$ cat src/rtl/ondra_pkg.sv
// ondra_pkg: shared types and constants for the Ondra boot-time video configuration loader.
package ondra_pkg;
  typedef enum logic [1:0] {HOLD, SAMPLE, RELEASE, RUN} state_e;
  localparam logic [18:0] CFG_ADDR_DEFAULT = 19'h08FD5;
  localparam logic [7:0] PS2_SCROLLLOCK = 8'h7E;
  localparam int STB = 10;
  localparam int PRESSED = 9;
  localparam int EXT = 8;
endpackage

$ cat src/rtl/ps2_hotkey_det.sv
// ps2_hotkey_det: one-cycle pulse when a fresh non-extended press of HOTKEY arrives on the ps2_key bus.
module ps2_hotkey_det
  import ondra_pkg::*;
#(
  parameter logic [7:0] HOTKEY = PS2_SCROLLLOCK
) (
  input  logic        clk_i,
  input  logic [10:0] key_i,
  output logic        hit_o
);
  logic stb_q;
  // The strobe tracks unconditionally, so a toggle seen during reset or load never fires later.
  always_ff @(posedge clk_i) stb_q <= key_i[STB];
  assign hit_o = (key_i[STB] != stb_q) && key_i[PRESSED] && !key_i[EXT] && (key_i[7:0] == HOTKEY);
endmodule

$ cat src/rtl/boot_video_cfg.sv
// boot_video_cfg: holds the core in reset while loading the video settings byte from SRAM, then passes SRAM traffic through.
module boot_video_cfg
  import ondra_pkg::*;
#(
  parameter logic [18:0] CFG_ADDR = CFG_ADDR_DEFAULT,
  parameter int unsigned SETTLE_CYCLES = 4,
  parameter logic [7:0]  HOTKEY = PS2_SCROLLLOCK
) (
  input  logic        clk_sys,
  input  logic        reset_n,
  input  logic [18:0] core_sram_addr,
  input  logic        core_sram_we,
  input  logic [7:0]  sram_data_in,
  input  logic [10:0] ps2_key,
  output logic [18:0] sram_addr,
  output logic        sram_we,
  output logic        core_reset_n,
  output logic [7:0]  cfg_byte,
  output logic        scandoubler_en,
  output logic        cfg_valid
);
  localparam logic [3:0] SETTLE_LAST = 4'(SETTLE_CYCLES - 1);
  state_e     state_q, state_d;
  logic [3:0] cnt_q, cnt_d;
  logic [7:0] cfg_q, cfg_d;
  logic       valid_q, valid_d;
  logic       sd_q, sd_d;
  logic       hit;
  logic       run;
  ps2_hotkey_det #(.HOTKEY(HOTKEY)) u_det (
    .clk_i (clk_sys),
    .key_i (ps2_key),
    .hit_o (hit)
  );
  always_ff @(posedge clk_sys) begin
    if (!reset_n) begin
      state_q <= HOLD;
      cnt_q   <= 4'd0;
      cfg_q   <= 8'h00;
      valid_q <= 1'b0;
      sd_q    <= 1'b1;
    end else begin
      state_q <= state_d;
      cnt_q   <= cnt_d;
      cfg_q   <= cfg_d;
      valid_q <= valid_d;
      sd_q    <= sd_d;
    end
  end
  always_comb begin
    state_d = state_q;
    cnt_d   = cnt_q;
    cfg_d   = cfg_q;
    valid_d = valid_q;
    sd_d    = sd_q;
    case (state_q)
      HOLD: begin
        cnt_d   = (cnt_q == 4'hF) ? cnt_q : cnt_q + 4'd1;
        state_d = (cnt_q == SETTLE_LAST) ? SAMPLE : HOLD;
      end
      SAMPLE: begin
        cfg_d   = sram_data_in;
        valid_d = 1'b1;
        sd_d    = ~sram_data_in[0];
        state_d = RELEASE;
      end
      RELEASE: state_d = RUN;
      RUN: begin
        cfg_d[0] = hit ? ~cfg_q[0] : cfg_q[0];
        sd_d     = hit ? cfg_q[0] : sd_q;
      end
    endcase
  end
  assign run            = (state_q == RUN);
  assign core_reset_n   = run;
  assign sram_addr      = run ? core_sram_addr : CFG_ADDR;
  assign sram_we        = run ? core_sram_we : 1'b1;
  assign cfg_byte       = cfg_q;
  assign cfg_valid      = valid_q;
  assign scandoubler_en = sd_q;
endmodule

$ cat config.mk
export PLATFORM = sky130hd
export DESIGN_NAME = boot_video_cfg
export DESIGN_NICKNAME = d
export VERILOG_FILES = /design/src/rtl/ondra_pkg.sv /design/src/rtl/ps2_hotkey_det.sv /design/src/rtl/boot_video_cfg.sv
export SDC_FILE = /design/constraint.sdc
export NUM_CORES = 1
export LEC_CHECK = 0
export CAP_MARGIN = 0
export CORE_MARGIN = 2
export CORE_UTILIZATION = 34
export CTS_BUF_LIST = sky130_fd_sc_hd__clkbuf_4
export CTS_CLUSTER_DIAMETER = 200
export CTS_CLUSTER_SIZE = 40
export DETAILED_ROUTE_END_ITERATION = 16
export PLACE_DENSITY_LB_ADDON = 0.12
export SYNTH_ARGS = -nofsm -noshare
export SYNTH_HDL_FRONTEND = slang
export SYNTH_SLANG_ARGS = --single-unit
export TNS_END_PERCENT = 50
$ cat constraint.sdc
create_clock -name clk_sys -period 1.8 [get_ports clk_sys]
set_clock_uncertainty 0.15 [all_clocks]
set_input_delay 0.27 -clock clk_sys [delete_from_list [all_inputs] [get_ports clk_sys]]
set_output_delay 0.27 -clock clk_sys [all_outputs]
set_load 0.005 [all_outputs]
After elaboration in Yosys (flattened, before gate mapping) --
Cells that the tools add are included.
Word-level totals: bits of input ports 41, logic and storage cells 36, bits in registers 17, output and inout port bits 31
Operators by class: $add $sub $neg 1, bitwise operators 3, multiplexer cells 8, equality and inequality tests 8, reduce and logical (&&, ||, !) cells 9
Operators with widths (count):
- $mux 19 | 1
- $eq 8x7->1 const B | 1
- $pmux 2 s3 | 1
- $add 4x1->4 const B | 1
- $eq 2x2->1 const B | 2
- $eq 4x2->1 const B | 1
- $eq 4x4->1 const B | 1
- $mux 1 | 4
- $pmux 1 s2 | 2
- $reduce_and 2->1 | 2
- $logic_and 1x1->1 | 3
- $not 1->1 | 3
- $reduce_bool 3->1 | 1
- $eq 2x1->1 const B | 1
- $logic_not 2->1 | 1
- $ne 2x2->1 const B | 1
- $reduce_bool 2->1 | 1
- $logic_not 1->1 | 1
- $ne 1x1->1 | 1

Logic depth before layout (Yosys ltp) --
depth in word-level cells 6, gate-level depth with buffers 6

Cells and area by module --
From an unflattened synthesis, not the netlist that was laid out.
Second synthesis, totals: cells, all modules 101, area, all modules 915.9 um^2
Modules (own cells, without submodules):
- boot_video_cfg | area each 850.8 um^2, cells an instance 95, instances 1
- ps2_hotkey_det | area each 65.1 um^2, cells an instance 6, instances 1

Worst setup path before layout --
OpenSTA, ideal clock, no wires.
kind register to register, from register state_q[1], to register sd_q, in the netlist scandoubler_en, data required time 1.529 ns, arrival 1.354 ns, path buffers 0, slack 0.174 ns, period minus slack after synthesis 1.626 ns, stages on the path, launching flop included 6, path through dfxtp_1 -> ha_1 -> nand4_1 -> nor4_4 -> nor2b_2 -> mux2_4
Between the ends: word-level cells in the longest chain between the ends 3, elaborated cells between the ends (all ways) 6, classes of those cells 3 x eq/ne; 1 x mux; 2 x reduce/logical
Ends and longest elaborated chain:
- start, declared | RTL line boot_video_cfg.sv:23 | state_e state_q, state_d;
- start signal, assigned | RTL line boot_video_cfg.sv:43 | state_q <= state_d;
- $eq 2x2->1 (*)
- via core_reset_n | RTL line boot_video_cfg.sv:17 | output logic core_reset_n,
- $ne 2x2->1 (no source line) / $reduce_bool 2->1 (equally long branches)
- $reduce_and 2->1 (no source line)
- end signal, assigned | RTL line boot_video_cfg.sv:41 | sd_q <= 1'b1;
- end signal, assigned | RTL line boot_video_cfg.sv:47 | sd_q <= sd_d;
- end, declared | RTL line boot_video_cfg.sv:27 | logic sd_q, sd_d;
The timed path passes the listed nets; every way through them passes the cells marked *. A chain may end at the register's enable or synchronous reset.

Worst setup path after layout --
from register state_q[0], to register sd_q, in the netlist scandoubler_en
Between the ends: word-level cells in the longest chain between the ends 3, elaborated cells between the ends (all ways) 6, classes of those cells 3 x eq/ne; 1 x mux; 2 x reduce/logical
Ends and longest elaborated chain:
- $eq 2x2->1 / $eq 2x1->1 (equally long branches) | RTL line boot_video_cfg.sv:56 | case (state_q)
- $ne 2x2->1 (no source line) / $reduce_bool 2->1 (equally long branches)
- $reduce_and 2->1 (no source line)
Several ways; a longest one is shown, not always the timed one.

==> run summary <==
The synthesis-to-layout area growth works out to 84.4%. Clock latency on the worst-skew pair, taken at its later pin, is 290 ps. The tools report the full die area as 3240 sq um. In the final layout, flip-flops and latches occupy 343 sq um. The cell accounting for the most synthesized area was sky130_fd_sc_hd__dfxtp_1. Worst hold path endpoint: cfg_valid.

The total leakage power came out at 0.667 nW. The worst setup path is captured at a register. For the met3 wirelength from detailed routing, the log shows 272 um. In the post-synthesis netlist, the biggest area contributors are sky130_fd_sc_hd__dfxtp_1 (36%), sky130_fd_sc_hd__nand2b_1 (8.5%), sky130_fd_sc_hd__mux2i_1 (8.4%).

TritonCTS built the clock tree. After routing the design area is 1760 sq um. Synthesis inferred 17 register bits.

After synthesis, the largest area contributor takes up 35.7% of total cell area. The power density over the cells is 516 nW/um^2. The worst endpoint required time was 1840 ps; the fmax was 585 MHz. Wire segments on met2 add up to 1.33 mm in the final route. Of all nets on the critical path, the largest fanout is 22. The tools report the global-route wire length before repair as 4.37 mm.

The average vias per placed instance was 4.73. The commonest cells after synthesis are sky130_fd_sc_hd__dfxtp_1 (17), sky130_fd_sc_hd__nand2b_1 (13), sky130_fd_sc_hd__and2_1 (11), sky130_fd_sc_hd__mux2i_1 (8), sky130_fd_sc_hd__nor2b_1 (8). The run gives 0 as the count of warnings emitted by yosys. Setup repair after global routing could not meet its margin everywhere.

The share of synthesized flip-flops with an asynchronous set or reset was 0%. Initial antenna violation count: 0. The logs give 0 ps for the summed negative setup slack over all endpoints and 91.1 ps for the post-layout worst setup margin.

The most frequently used flop master after synthesis is sky130_fd_sc_hd__dfxtp_1. The filler cells instantiated in the layout total 223. The startpoint identified for the worst hold timing path is cfg_valid.

The count of cells in the finished layout, fillers not included, comes to 211. The clock period minus final worst setup slack was 1710 ps. The flow ran to the end, and the final reports show no timing, DRC or antenna violations. Number of enable flip-flop cells after synthesis: 0.

Data arrives at the worst endpoint at 1750 ps. Total congestion overflow after global routing: 0. In this run the standard cell core region covers 2710 sq um.

The number of buffers created by CTS is 3, and the number of endpoints with negative hold slack in the final report is 0. Hold path depth: 1. In this run the critical register-to-register path is captured at scandoubler_en.

Before CTS, the worst setup slack after placement is -57.9 ps. Clock-pin slew was measured on the worst setup and hold paths at 110 ps. The die width was 57.0 um. From bottom edge to top edge, the die measures 57.0 um.

The run gives 0.907 mW as the total power after layout. The path type of the worst min-delay path is reg -> reg. The worst register-to-register path has a depth of 6. The part of the cycle the worst path needs is 94.9%, and the number of remaining DRC errors is 0. The wire length reported by the detailed router is 2.62 mm. The startpoint class of the critical path was a register. The tools report the number of global-route vias before repair as 983. The type of the setup path with the least slack was reg -> reg. The congestion estimate from routability-driven global placement came to 0.749. During I/O placement, the number of pins put on the boundary was 72.

Cell with the most instances after synthesis: sky130_fd_sc_hd__dfxtp_1. The total number of placement rows is 19. Summing every instance area after synthesis gives 953 sq um. Cells fill 64.9% of the core in the end.

Port buffering added 71 buffers. In the synthesized netlist, the number of instances is 102. Max capacitance violation total: 0. After detailed routing, the wire length on met1 is 992 um. The number of optimization iterations in the first detailed-route pass was 4; the clock sink count was 17.

The synthesized netlist contains 29 unique library cells. Pin count of the biggest net entering global routing: 22. Post-CTS timing repair inserted 0 buffers for setup. For the first-iteration detailed-routing DRC count, the log shows 31.

The multi-input combinational cells in the finished layout cover a total of 594 sq um. The run gives 2.26 mm as the detailed placer's ending HPWL. Hold is met by 315 ps. The total placed cells including tap cells came out at 208. The tools report the final-report max-slew violation count as 0.

The starting density of the core came out at 35.2%. For the number of levels in the clock H-tree, the log shows 1. The tree is rooted in a sky130_fd_sc_hd__clkbuf_4. Buffers inserted to repair hold after CTS numbered 0. After the last flow step, the layout net total stands at 228.

Across the VDD grid, the largest voltage drop is 615 uV. After detailed routing, the average wire length per cell comes to 12.4 um. Across every metal layer, demand over resource in global routing totals 16.6%. The count of nets left with antenna violations once routing finished came out at 0.

The maximum count of clock buffers along a single path is 2. The post-route netlist has 10.0% of its cells at a drive strength greater than 1. In this run the critical register-to-register path is launched from state_q[0]. Summing the sequential cell areas from Yosys gives 35.7% of the chip area. The worst register-to-register path has a setup slack of 90 ps. Slew of the pin with the lowest slew margin: 257 ps. The tools report the final count of negative-setup-slack endpoints as 0. Highest metal layer used by the detailed router: met4. Counting every net in the synthesized netlist gives 149. The total number of vias was 999; the per-instance average area after synthesis was 9.35 sq um. Final antenna diode count: 0. The placed instances occupy a cell area of 1760 sq um. The tools report the worst slew margin relative to its limit as 82.6%.
## metal layers
metal	vias up	track usage [%]
li1	499	-
met1	450	17.5
met2	48	31.2
met3	2	6.12
met4	0	3.99
met5	-	0
## where the power goes
| group | leakage (nW) | switching (mW) | internal, mW |
|---|---|---|---|
| sequential | 0.139 | 0.0274 | 0.412 |
| clock | 0.0139 | 0.123 | 0.0844 |
| combinational | 0.514 | 0.0889 | 0.171 |
| total | 0.667 | 0.240 | 0.668 |
## cells by family (layout without fill, tap and decap cells)
family	count (synthesis)	count (layout)	synth area share (%)
AOI/OAI and AO/OA	9	9	6.69
xor gates and xnor gates	3	3	2.76
adders and majority gates	6	6	7.87
buffers and inverters	8	86	3.28
DFF	17	17	35.7
muxes	9	9	9.97
and+or+nand+nor	50	50	33.7
## cells in the final DEF, fill, tap and decap left out, types with 2 or more instances in the layout
cell                              Yosys  layout
sky130_fd_sc_hd__dfxtp_1             17      15
sky130_fd_sc_hd__ha_1                 6       5
sky130_fd_sc_hd__dlygate4sd2_1        0      17
sky130_fd_sc_hd__clkbuf_4             0       3
sky130_fd_sc_hd__inv_1                4       4
sky130_fd_sc_hd__and2_1              11      11
sky130_fd_sc_hd__nor2_1               3       3
sky130_fd_sc_hd__nand2_1              3       3
sky130_fd_sc_hd__nor2b_1              8       8
sky130_fd_sc_hd__a211oi_1             2       2
sky130_fd_sc_hd__nand2b_1            13      13
sky130_fd_sc_hd__xnor2_1              3       3
sky130_fd_sc_hd__dfxtp_2              0       2
sky130_fd_sc_hd__clkdlybuf4s50_1      0      50
sky130_fd_sc_hd__nand3_1              4       4
sky130_fd_sc_hd__o211ai_1             2       2
sky130_fd_sc_hd__clkdlybuf4s15_1      0       3
sky130_fd_sc_hd__buf_4                0       7
sky130_fd_sc_hd__mux2i_1              8       8
## how the worst max path moves through the flow
stage / from / endpoint / slack (ps) / depth (start not counted)
after detailed placement: ps2_key[10] / scandoubler_en / -60 / 5
final: state_q[0] / scandoubler_en / 90 / 6
after global placement: ps2_key[10] / scandoubler_en / -7 / 5
after floorplan: state_q[1] / scandoubler_en / 170 / 5
after global routing: state_q[1] / sram_addr[13] / -20 / 3
after CTS: state_q[1] / sram_addr[18] / 2 / 4
## critical path, cell delays in order, from the launching register on
cell and delay, ps:
sky130_fd_sc_hd__dfxtp_2 370, sky130_fd_sc_hd__ha_4 250, sky130_fd_sc_hd__buf_4 160, sky130_fd_sc_hd__nand4_1 120, sky130_fd_sc_hd__nor4_4 190, sky130_fd_sc_hd__nor2b_2 80
sky130_fd_sc_hd__mux2_4 300
## area by class of cell
| class | count | share of cell area (%) |
|---|---|---|
| tap | 31 | 2.21 |
| timing repair buffer | 78 | 41.9 |
| multi-input combinational | 77 | 33.8 |
| inverter | 4 | 0.854 |
| clock buffer | 3 | 1.28 |
| clock inverter | 1 | 0.427 |
| sequential | 17 | 19.5 |
## registers in the layout, indices dropped and copies added (netlist names)
| register | count |
|---|---|
| scandoubler_en | 1 |
| cnt_q | 4 |
| u_det.stb_q | 1 |
| state_q | 2 |
| cfg_valid | 1 |
| cfg_byte | 8 |
## repair_timing
item,CTS,global route
resized for setup,25,5
pin swaps,0,1
setup endpoints to repair,21,9
(Power assumes the default switching activity.)
